<file path="config.mk">
export PLATFORM = sky130hd
export DESIGN_NAME = sine_tone_sequencer
export DESIGN_NICKNAME = d
export VERILOG_FILES = /design/src/rtl/sine_tone_sequencer.sv
export SDC_FILE = /design/constraint.sdc
export NUM_CORES = 1
export LEC_CHECK = 0
export ABC_CLOCK_PERIOD_IN_PS = 4900
export CORE_ASPECT_RATIO = 0.7
export CORE_UTILIZATION = 55
export CTS_BUF_LIST = sky130_fd_sc_hd__clkbuf_2
export CTS_CLUSTER_SIZE = 24
export DETAILED_ROUTE_END_ITERATION = 8
export PLACE_DENSITY_LB_ADDON = 0.25
export SLEW_MARGIN = 20
export SYNTH_ARGS = -nofsm -noshare
export SYNTH_HDL_FRONTEND = slang
export SYNTH_SLANG_ARGS = --single-unit
</file>
<file path="constraint.sdc">
create_clock -name clk -period 4.9 [get_ports clk]
set_input_delay 0.98 -clock clk [delete_from_list [all_inputs] [get_ports clk]]
set_output_delay 0.98 -clock clk [all_outputs]
set_load 0.005 [all_outputs]
</file>
<file path="src/rtl/sine_tone_sequencer.sv">
// sine_tone_sequencer: drives a registered sine LUT at a programmable phase step and sample rate,
// scales each sample by an arithmetic shift and hands bursts to the FIR over valid/ready.
// Revision: 1.0
`default_nettype none

module sine_tone_sequencer #(
  parameter int PHASE_W = 10,
  parameter int DATA_W  = 24,
  parameter int LEN_W   = 16,
  parameter int DIV_W   = 16
) (
  input  logic               clk,
  input  logic               rst_n,
  input  logic               start,
  input  logic               abort,
  input  logic [PHASE_W-1:0] cfg_step,
  input  logic [LEN_W-1:0]   cfg_len,
  input  logic [DIV_W-1:0]   cfg_div,
  input  logic [3:0]         cfg_shift,
  output logic [PHASE_W-1:0] lut_addr,
  input  logic [DATA_W-1:0]  lut_data,
  output logic [DATA_W-1:0]  sample_out,
  output logic               sample_valid,
  input  logic               sample_ready,
  output logic               busy,
  output logic               done,
  output logic               overrun
);

  localparam logic [2:0] S_IDLE    = 3'd0;
  localparam logic [2:0] S_WAIT    = 3'd1;
  localparam logic [2:0] S_FETCH   = 3'd2;
  localparam logic [2:0] S_CAPTURE = 3'd3;
  localparam logic [2:0] S_HOLD    = 3'd4;
  localparam logic [2:0] S_DONE    = 3'd5;

  logic [2:0]         state;
  logic [2:0]         state_nxt;

  logic [PHASE_W-1:0] step_l;
  logic [LEN_W-1:0]   len_l;
  logic [DIV_W-1:0]   div_l;
  logic [3:0]         shift_l;
  logic [PHASE_W-1:0] phase;
  logic [LEN_W-1:0]   count;
  logic [DIV_W-1:0]   div_cnt;
  logic               pending;

  logic               run;
  logic               tick;
  logic               pend_clr;
  logic               accept;
  logic               start_go;
  logic [LEN_W-1:0]   count_inc;
  logic               last;

  assign run       = (state != S_IDLE) && (state != S_DONE);
  assign tick      = run && (div_cnt == div_l);
  assign pend_clr  = (state == S_WAIT) && pending;
  assign accept    = (state == S_HOLD) && sample_valid && sample_ready;
  assign start_go  = (state == S_IDLE) && start && !abort;
  assign count_inc = count + LEN_W'(1);
  assign last      = (count_inc == len_l);

  always_ff @(posedge clk or negedge rst_n) begin
    if (!rst_n) begin
      state <= S_IDLE;
    end else begin
      state <= state_nxt;
    end
  end

  always_comb begin
    state_nxt = state;
    if (abort) begin
      state_nxt = S_IDLE;
    end else begin
      case (state)
        S_IDLE:    if (start) state_nxt = (cfg_len == '0) ? S_DONE : S_WAIT;
        S_WAIT:    if (pending) state_nxt = S_FETCH;
        S_FETCH:   state_nxt = S_CAPTURE;
        S_CAPTURE: state_nxt = S_HOLD;
        S_HOLD:    if (accept) state_nxt = last ? S_DONE : S_WAIT;
        S_DONE:    state_nxt = S_IDLE;
        default:   state_nxt = S_IDLE;
      endcase
    end
  end

  always_comb begin
    busy = run;
    done = (state == S_DONE);
  end

  always_ff @(posedge clk or negedge rst_n) begin
    if (!rst_n) begin
      step_l       <= '0;
      len_l        <= '0;
      div_l        <= '0;
      shift_l      <= '0;
      phase        <= '0;
      count        <= '0;
      div_cnt      <= '0;
      pending      <= 1'b0;
      lut_addr     <= '0;
      sample_out   <= '0;
      sample_valid <= 1'b0;
      overrun      <= 1'b0;
    end else if (abort) begin
      sample_valid <= 1'b0;
      pending      <= 1'b0;
      div_cnt      <= '0;
    end else if (start_go) begin
      step_l  <= cfg_step;
      len_l   <= cfg_len;
      div_l   <= cfg_div;
      shift_l <= cfg_shift;
      // A zero-length burst goes straight to DONE and keeps the previous overrun status.
      if (cfg_len != '0) begin
        phase   <= '0;
        count   <= '0;
        div_cnt <= '0;
        pending <= 1'b0;
        overrun <= 1'b0;
      end
    end else begin
      if (run) begin
        div_cnt <= tick ? '0 : div_cnt + DIV_W'(1);
      end
      // A tick landing while the WAIT state consumes the old one re-arms pending.
      if (tick) begin
        pending <= 1'b1;
        if (pending && !pend_clr) overrun <= 1'b1;
      end else if (pend_clr) begin
        pending <= 1'b0;
      end
      if (pend_clr) begin
        lut_addr <= phase;
      end
      if (state == S_CAPTURE) begin
        sample_out   <= $signed(lut_data) >>> shift_l;
        sample_valid <= 1'b1;
        phase        <= phase + step_l;
      end
      if (accept) begin
        sample_valid <= 1'b0;
        count        <= count_inc;
      end
    end
  end

endmodule

`default_nettype wire

</file>
== After elaboration in Yosys (flattened, before gate mapping) ==
Cells that the tools add are included.
Word-level totals
  flip-flop bits (word level): 128
  logic and storage cells: 93
Operators by class
  mux-type cells: 29
  bitwise gates (word level): 2
  shifts and indexed selects: 1
  add/sub/neg operators: 3
  reduce and logical (&&, ||, !) cells: 31
  eq/ne operators: 14
Operators by type and width (number)
  two-way mux 16 bit: 7
  adder 16 x 1 -> 16 bit, second input constant: 2
  == test 16 bit: 2
  two-way mux 10 bit: 3
  >>> shifter 24 x 4 -> 24 bit: 1
  two-way mux 3 bit: 6
  zero test 16 bit: 1
  nonzero test 16 bit: 1
  one-hot mux 3 bit (5 select lines): 1
  AND reduction 3 bit: 5
  two-way mux 1 bit: 12
  inequality test 3 bit, second input constant: 4
  adder 10 bit: 1
  nonzero test 3 bit: 3
  logical AND 1 bit: 8
  AND reduction 2 bit: 4
  nonzero test 2 bit: 4
  == test 3 x 2 -> 1 bit, second input constant: 2
  == test 3 bit, second input constant: 2
  AND reduction 4 bit: 1
  nonzero test 4 bit: 1
  == test 3 x 1 -> 1 bit, second input constant: 1
  zero test 3 bit: 1
  inequality test 3 x 2 -> 1 bit, second input constant: 1
  4 further kinds: 6

== Logic depth before layout (Yosys ltp) ==
Gate-level depths: netlist of the first run.
  depth in word-level cells: 7
  depth in mapped cells: 9

== Worst setup path before layout of the first run ==
Ideal clock, no wire load.
  kind: input to register
  from: input cfg_len[9]
  to: register state[2]
  buffers on the path: 0
  setup slack: 2501 ps
  arrival time: 2296 ps
  stages on the path: 6
  cell sequence: nor4_1 -> nand4_1 -> or4b_1 -> a21oi_1 -> o21bai_1 -> o41ai_2
Between the ends
  longest elaborated chain between the ends: 5
RTL lines
  start, declared: RTL line 17  | input logic [LEN_W-1:0] cfg_len,
  zero test 16 bit: RTL line 79  | S_IDLE: if (start) state_nxt = (cfg_len == '0) ? S_DONE : S_WAIT;
  two-way mux 3 bit (2 in series): RTL line 79
  one-hot mux 3 bit (5 select lines): RTL line 78  | case (state)
  two-way mux 3 bit: RTL line 75  | if (abort) begin
  end signal, assigned: RTL line 69  | state <= state_nxt;
  end, declared: RTL line 37  | logic [2:0] state;
Every way passes these cells. The select of a mux whose other input is x is not followed.
A chain may end at the register's enable or synchronous reset.

== Worst setup path in the final report of the first run ==
  from: register state[0]
  to: output busy
Between the ends
  longest elaborated chain between the ends: 2
RTL lines
  inequality test 3 bit / nonzero test 3 bit (equally long branches): RTL line 57  | assign run = (state != S_IDLE) && (state != S_DONE);
  logical AND 1 bit *: RTL line 57
  end, declared: RTL line 25  | output logic busy,
Every way passes the cells marked *; elsewhere a longest branch is shown, timed or not.

==> results.sh, run 1 <==
export IMPL_status="completed"
export IMPL_hpwl_mm=13.93
export IMPL_antenna_found_initial=0
export IMPL_routed_wl_mm=19.28
export IMPL_final_nets=979
export IMPL_syn_to_final_growth_pct=19.84
export IMPL_critPathRequiredTime_ns=3.92
export IMPL_min_period_over_period_pct=66.59
export IMPL_syn_area_mm2=0.007373
export IMPL_grt_start_max_net_pins=129
export IMPL_cellPowerDensity_mw_per_mm2=323.7
export IMPL_cts_tree="done"
export IMPL_clkLatencyLatePin_ns=0.66
export IMPL_yosys_most_used_dff="dfrtp_1"
export IMPL_drive_above_1_share_pct=9.513
export IMPL_cts_max_level=4
export IMPL_global_route_usage_total_pct=29.87
export IMPL_grt_pass1_wl_mm=32.03
export IMPL_hold_viol=0
export IMPL_setup_violations=0
export IMPL_ys_seq_elements=128
export IMPL_viasPerCell=5.953
export IMPL_path_cells="and2_1, o21bai_1, clkdlybuf4s50_1"
export IMPL_die_h_um=98.87
export IMPL_synthTopCellsByCount="nand2_1 (193), dfrtp_1 (128), o21ai_0 (65)"
export IMPL_cts_sinks=128
export IMPL_post_route_min_period_ns=3.263
export IMPL_rows=34
export IMPL_synthesis_nets=890
export IMPL_max_stage_delay_ns=0.59
export IMPL_leakage_nw=3.930
export IMPL_drtIter0Drc=532
export IMPL_final_fill_count=985
export IMPL_antenna_cells=0
export IMPL_slowest_stage="dfrtp_1"
export IMPL_syn_area_per_cell_um2=9.182
export IMPL_slew_viol_final=0
export IMPL_clock_skew_final_ns=0.04678
export IMPL_drv_cap=0
export IMPL_synth_top_area_share_pct=43.44
export IMPL_clk_pin_slew_ns=0.22
export IMPL_tns_ns=0
export IMPL_reg2reg_depth=5
export IMPL_critical_path_class="register to primary output"
export IMPL_port_buffers=112
export IMPL_globalRouteOverflowTotal=0
export IMPL_start_util_pct=57.77
export IMPL_maxSlewHeadroom_pct=35.00
export IMPL_synth_area_top_cells="dfrtp_1 (43%), nand2_1 (9.8%), mux4_2 (6.4%)"
export IMPL_ant_nets=0
export IMPL_root_buffer="clkbuf_2"
export IMPL_synth_edf_count=0
export IMPL_hold_class="input port to async pin"
export IMPL_finish_utilization_pct=69.24
export IMPL_fp_dieW_um=140.4
export IMPL_clock_fmax_mhz=306.5
export IMPL_tightest_slew_ns=0.9751
export IMPL_rsz0062_at_grt="false"
export IMPL_die_area_mm2=0.01388
export IMPL_worstPathArrival_ns=2.28
export IMPL_cts_made_buffers=17
export IMPL_cp_max_fo=16
export IMPL_grt_pass1_vias=6084
export IMPL_ys_types=62
export IMPL_cts_setup_buffers=0
export IMPL_yosysSeqAreaShare_pct=43.44
export IMPL_drc=0
export IMPL_postCtsHoldBufs=0
export IMPL_cp_start_kind="register"
export IMPL_dr_total_vias=6346
export IMPL_peakVddDrop_v=0.0001792
export IMPL_cts_resized=0
export IMPL_io_pins=113
export IMPL_core_area_mm2=0.01276
export IMPL_dr_pass1_iters=6
export IMPL_place_gp_congestion=0.9558
export IMPL_yosysMostFrequentCell="nand2_1"
export IMPL_clk_path_buf_depth=2
export IMPL_ys_warn_count=0
export IMPL_end_kind="primary output"
export IMPL_synth_area_leader_cell="dfrtp_1"
export IMPL_synthCells=803
export IMPL_synth_async_reset_ratio_pct=100.0
export IMPL_detail_route_wl_per_cell_um=18.09
-- final timing paths --
check | slack (ns) | endpoint | start
worst min register to register | 0.51 | sample_out[7] | sample_out[7]
min in group clk | 0.51 | sample_out[7] | sample_out[7]
worst max register to register | 2.11 | sample_out[14] | shift_l[0]
worst min-delay path | 0.36 | count[9] | rst_n
max in group asynchronous | 3.97 | div_l[15] | rst_n
worst max-delay path | 1.64 | busy | state[0]
-- final cells by class --
| cell class | count | area, µm² | area share (%) |
|---|---|---|---|
| Clock buffer | 18 | 90.09 | 1.020 |
| Clock inverter | 13 | 187.7 | 2.124 |
| Inverter | 13 | 48.80 | 0.5523 |
| Multi-Input combinational cell | 615 | 3935 | 44.53 |
| Sequential cell | 128 | 3203 | 36.25 |
| Tap cell | 162 | 202.7 | 2.294 |
| Timing Repair Buffer | 117 | 1169 | 13.23 |
-- cell families (layout without fill, tap and decap cells) --
logic type	count (synthesis)	after routing	share of synthesized area, %
AO/OA/AOI/OAI	144	144	11.83
multiplexers	53	53	11.08
buffers and inverters	60	161	3.360
XOR/XNOR	58	58	6.889
AND/OR/NAND/NOR	348	348	21.26
adder cells (fa/ha/maj)	12	12	2.138
flip-flops	128	128	43.44
-- flip-flops by register name (all words and copies together) (netlist names) --
name / cells
step_l: 10
pending: 1
overrun: 1
phase: 10
div_l: 16
count: 16
shift_l: 4
len_l: 16
lut_addr: 10
div_cnt: 16
sample_valid: 1
sample_out: 24
state: 3
-- critical path, delay by kind of cell (launching register included) --
family | cells | cell delay, ns
AO/OA/AOI/OAI | 1 | 0.23
buffers and inverters | 1 | 0.57
flip-flops | 1 | 0.59
AND/OR/NAND/NOR | 1 | 0.26
-- report_power, final --
group | switching, mW | leakage [nW] | internal (mW)
sequential | 0.151 | 1.69 | 1.16
combinational | 0.402 | 2.08 | 0.394
clock | 0.411 | 0.158 | 0.337
total | 0.964 | 3.93 | 1.90
-- layer usage --
| metal | share of wire, % | global-route usage, % |
|---|---|---|
| met3 | 8.6 | 7.677 |
| met4 | 0.74 | 7.270 |
| met5 | 0 | 0 |
| met1 | 46 | 44.16 |
| met2 | 44 | 43.92 |
-- stage by stage --
step                      power [mW]  setup WS [ns]  hold slack [ns]  std cells  area [µm²]
after floorplan                1.817          2.501           0.4523        803        7373
after global placement         2.085          1.338           0.4636       1035        8554
after detailed placement       2.114          1.173           0.4687       1035        8554
after CTS                      2.863          1.590           0.3630       1066        8832
after global routing           3.031          1.475           0.3390       1066        8836
final                          2.860          1.637           0.3558       1066        8836
-- layout by cell type, fill, tap and decap left out, types with 12 or more instances in the layout --
| master | count |
|---|---|
| o31ai_1 | 12 |
| and2_1 | 13 |
| mux4_2 | 21 |
| xnor2_1 | 36 |
| a21oi_1 | 24 |
| inv_1 | 12 |
| mux2_2 | 19 |
| nor2_1 | 51 |
| clkdlybuf4s50_1 | 111 |
| nand3_1 | 28 |
| nand2_1 | 193 |
| mux2i_1 | 13 |
| nand4_1 | 14 |
| xor2_1 | 22 |
| dfrtp_1 | 128 |
| o21ai_0 | 65 |
| clkbuf_2 | 18 |
Power figures use the tool's default switching activity.
==> inputs of run 2 (changes only) <==
ABC_CLOCK_PERIOD_IN_PS = 3050   (was 4900)
clock period = 3.05 ns   (was 4.9 ns; I/O delays follow)
==> run 2 against run 1 <==
- clock power increased by 63%
- hold slack improved by 0.052 ns
- count of clock-buffer cells in the layout decreased by 1
- die area unchanged
- sequential power increased by 57%
- register-to-register slack got worse by 1.6 ns
- routed wire length increased by 2.2%
- combinational power increased by 70%
- sequential share of layout area decreased by 0.55 points
- largest power group unchanged
- highest routed layer unchanged
==> results.sh, run 2 (synthesized netlist as in run 1, its figures left out) <==
export IMPL_maxSlewHeadroom_pct=31.68
export IMPL_p_int_mw=3.058
export IMPL_mostFrequentLayoutCells="nand2_1 (193), dfrtp_1 (127), clkdlybuf4s50_1 (111)"
export IMPL_critPathRequiredTime_ns=2.44
export IMPL_post_route_min_period_ns=2.998
export IMPL_swShare_pct=34.08
export IMPL_dr_wl_met2_mm=8.308
export IMPL_cts_sinks=128
export IMPL_clock_fmax_mhz=333.5
export IMPL_grt_start_max_net_pins=63
export IMPL_drc=0
export IMPL_final_common_cell="nand2_1"
export IMPL_peakVddDrop_v=0.0003156
export IMPL_setup_slack_ns=0.05185
export IMPL_place_ws_ns=0.1361
export IMPL_antenna_cells=0
export IMPL_grt_pass1_wl_mm=32.11
export IMPL_hpwl_mm=14.71
export IMPL_clkLatencyLatePin_ns=0.71
export IMPL_detail_route_wl_per_cell_um=18.20
export IMPL_rsz0062_at_grt="false"
export IMPL_die_h_um=98.87
export IMPL_slowest_stage="dfrtp_1"
export IMPL_slew_viol_final=0
export IMPL_dr_total_vias=6455
export IMPL_dr_pass1_iters=5
export IMPL_routed_wl_mm=19.71
export IMPL_cts_made_buffers=17
export IMPL_largest_reg_flops=24
export IMPL_place_gp_congestion=0.9676
export IMPL_antenna_found_initial=0
export IMPL_global_route_usage_total_pct=30.22
export IMPL_cellPowerDensity_mw_per_mm2=516.8
export IMPL_leakage_nw=4.009
export IMPL_fin_area_mm2=0.008975
export IMPL_worstPathArrival_ns=2.39
export IMPL_cts_tree="done"
export IMPL_end_kind="primary output"
export IMPL_min_period_over_period_pct=98.30
export IMPL_die_area_mm2=0.01388
export IMPL_ant_nets=0
export IMPL_clk_path_buf_depth=2
export IMPL_drv_cap=0
export IMPL_drtIter0Drc=656
export IMPL_hold_class="input port to register"
export IMPL_clock_skew_final_ns=0.03096
export IMPL_viasPerCell=5.960
export IMPL_wl_met3_mm=1.786
export IMPL_hold_viol=0
export IMPL_globalRouteOverflowTotal=0
export IMPL_grt_pass1_vias=6146
export IMPL_core_area_mm2=0.01276
export IMPL_port_buffers=112
export IMPL_path_cells="and2_1, o21bai_1, clkdlybuf4s50_1"
export IMPL_power_frac_seq_pct=44.6
export IMPL_largest_register="sample_out"
export IMPL_final_nets=996
export IMPL_io_pins=113
export IMPL_critical_path_class="register to primary output"
export IMPL_clk_pin_slew_ns=0.21
export IMPL_rows=34
export IMPL_cts_max_level=4
export IMPL_clockPowerShare_pct=26.2
export IMPL_tns_ns=0
export IMPL_pwr_share_comb_pct=29.2
export IMPL_start_util_pct=57.77
export IMPL_cp_start_kind="register"
export IMPL_cts_setup_buffers=0
export IMPL_tightest_slew_ns=1.025
export IMPL_fp_dieW_um=140.4
export IMPL_cp_max_fo=15
export IMPL_place_area_mm2=0.008687
export IMPL_syn_to_final_growth_pct=21.72
export IMPL_routed_top_layer="met4"
export IMPL_status="completed"
export IMPL_max_stage_delay_ns=0.59
export IMPL_power_switching_mw=1.581
export IMPL_setup_violations=0
export IMPL_root_buffer="clkbuf_2"
export IMPL_wl_met1_mm=9.375
export IMPL_drive_above_1_share_pct=11.07
[run 2: through the flow]
stage	hold WS, ns	cells	total power, mW	util, %
6_report	0.4075	1083	4.638	70.32
5_1_grt	0.3785	1083	4.871	70.32
4_1_cts	0.3844	1083	4.620	70.31
3_5_place_dp	0.4736	1051	3.421	68.07
3_3_place_gp	0.4646	1051	3.378	68.07
2_1_floorplan	0.3144	803	2.918	-
[run 2: worst paths after layout]
check,from,to,slack (ns),cells after the start
max,state[2],busy,0.05,3
min,cfg_div[14],div_l[14],0.41,3
max reg2reg,state[2],div_cnt[9],0.49,5
min reg2reg,overrun,overrun,0.51,2
max in group asynchronous,rst_n,div_l[10],1.77,3
min in group asynchronous,rst_n,lut_addr[4],0.48,2
[run 2: metal layers]
| layer | GRT usage [%] | vias to the layer above |
|---|---|---|
| met5 | 0 | - |
| met4 | 7.861 | 0 |
| met3 | 8.212 | 26 |
| met2 | 42.69 | 258 |
| met1 | 45.61 | 3164 |
| li1 | - | 3007 |
[run 2: timing repair]
item / CTS / global route
resized for setup: 0 / 1
hold buffers: 1 / 0
setup endpoints to repair: 0 / 1
hold endpoints to repair: 52 / 0
[run 2: power groups by stage]
stage | Sequential (mW) | Clock, mW | Combinational (mW)
3_3_place_gp | 2.08 | 0 | 1.29
3_5_place_dp | 2.09 | 0 | 1.33
6_report | 2.07 | 1.22 | 1.35
5_1_grt | 2.09 | 1.30 | 1.48
4_1_cts | 2.06 | 1.22 | 1.33
2_1_floorplan | 2.00 | 0 | 0.917
[run 2: worst max-delay path, delay by kind of cell (launching register included)]
| kind | cells | cell delay, ns |
|---|---|---|
| AND/OR/NAND/NOR | 1 | 0.24 |
| AO/OA/AOI/OAI | 1 | 0.30 |
| flip-flops | 1 | 0.59 |
| buffers and inverters | 1 | 0.57 |
[run 2: cell type report]
type,instances,area [µm²]
clock buffers,17,85.08
clock inverters,14,191.4
fillers,954,3787
inverters,13,48.80
multi-input cells,615,3931
flip-flops and latches,128,3204
well taps,162,202.7
repair buffers,134,1311
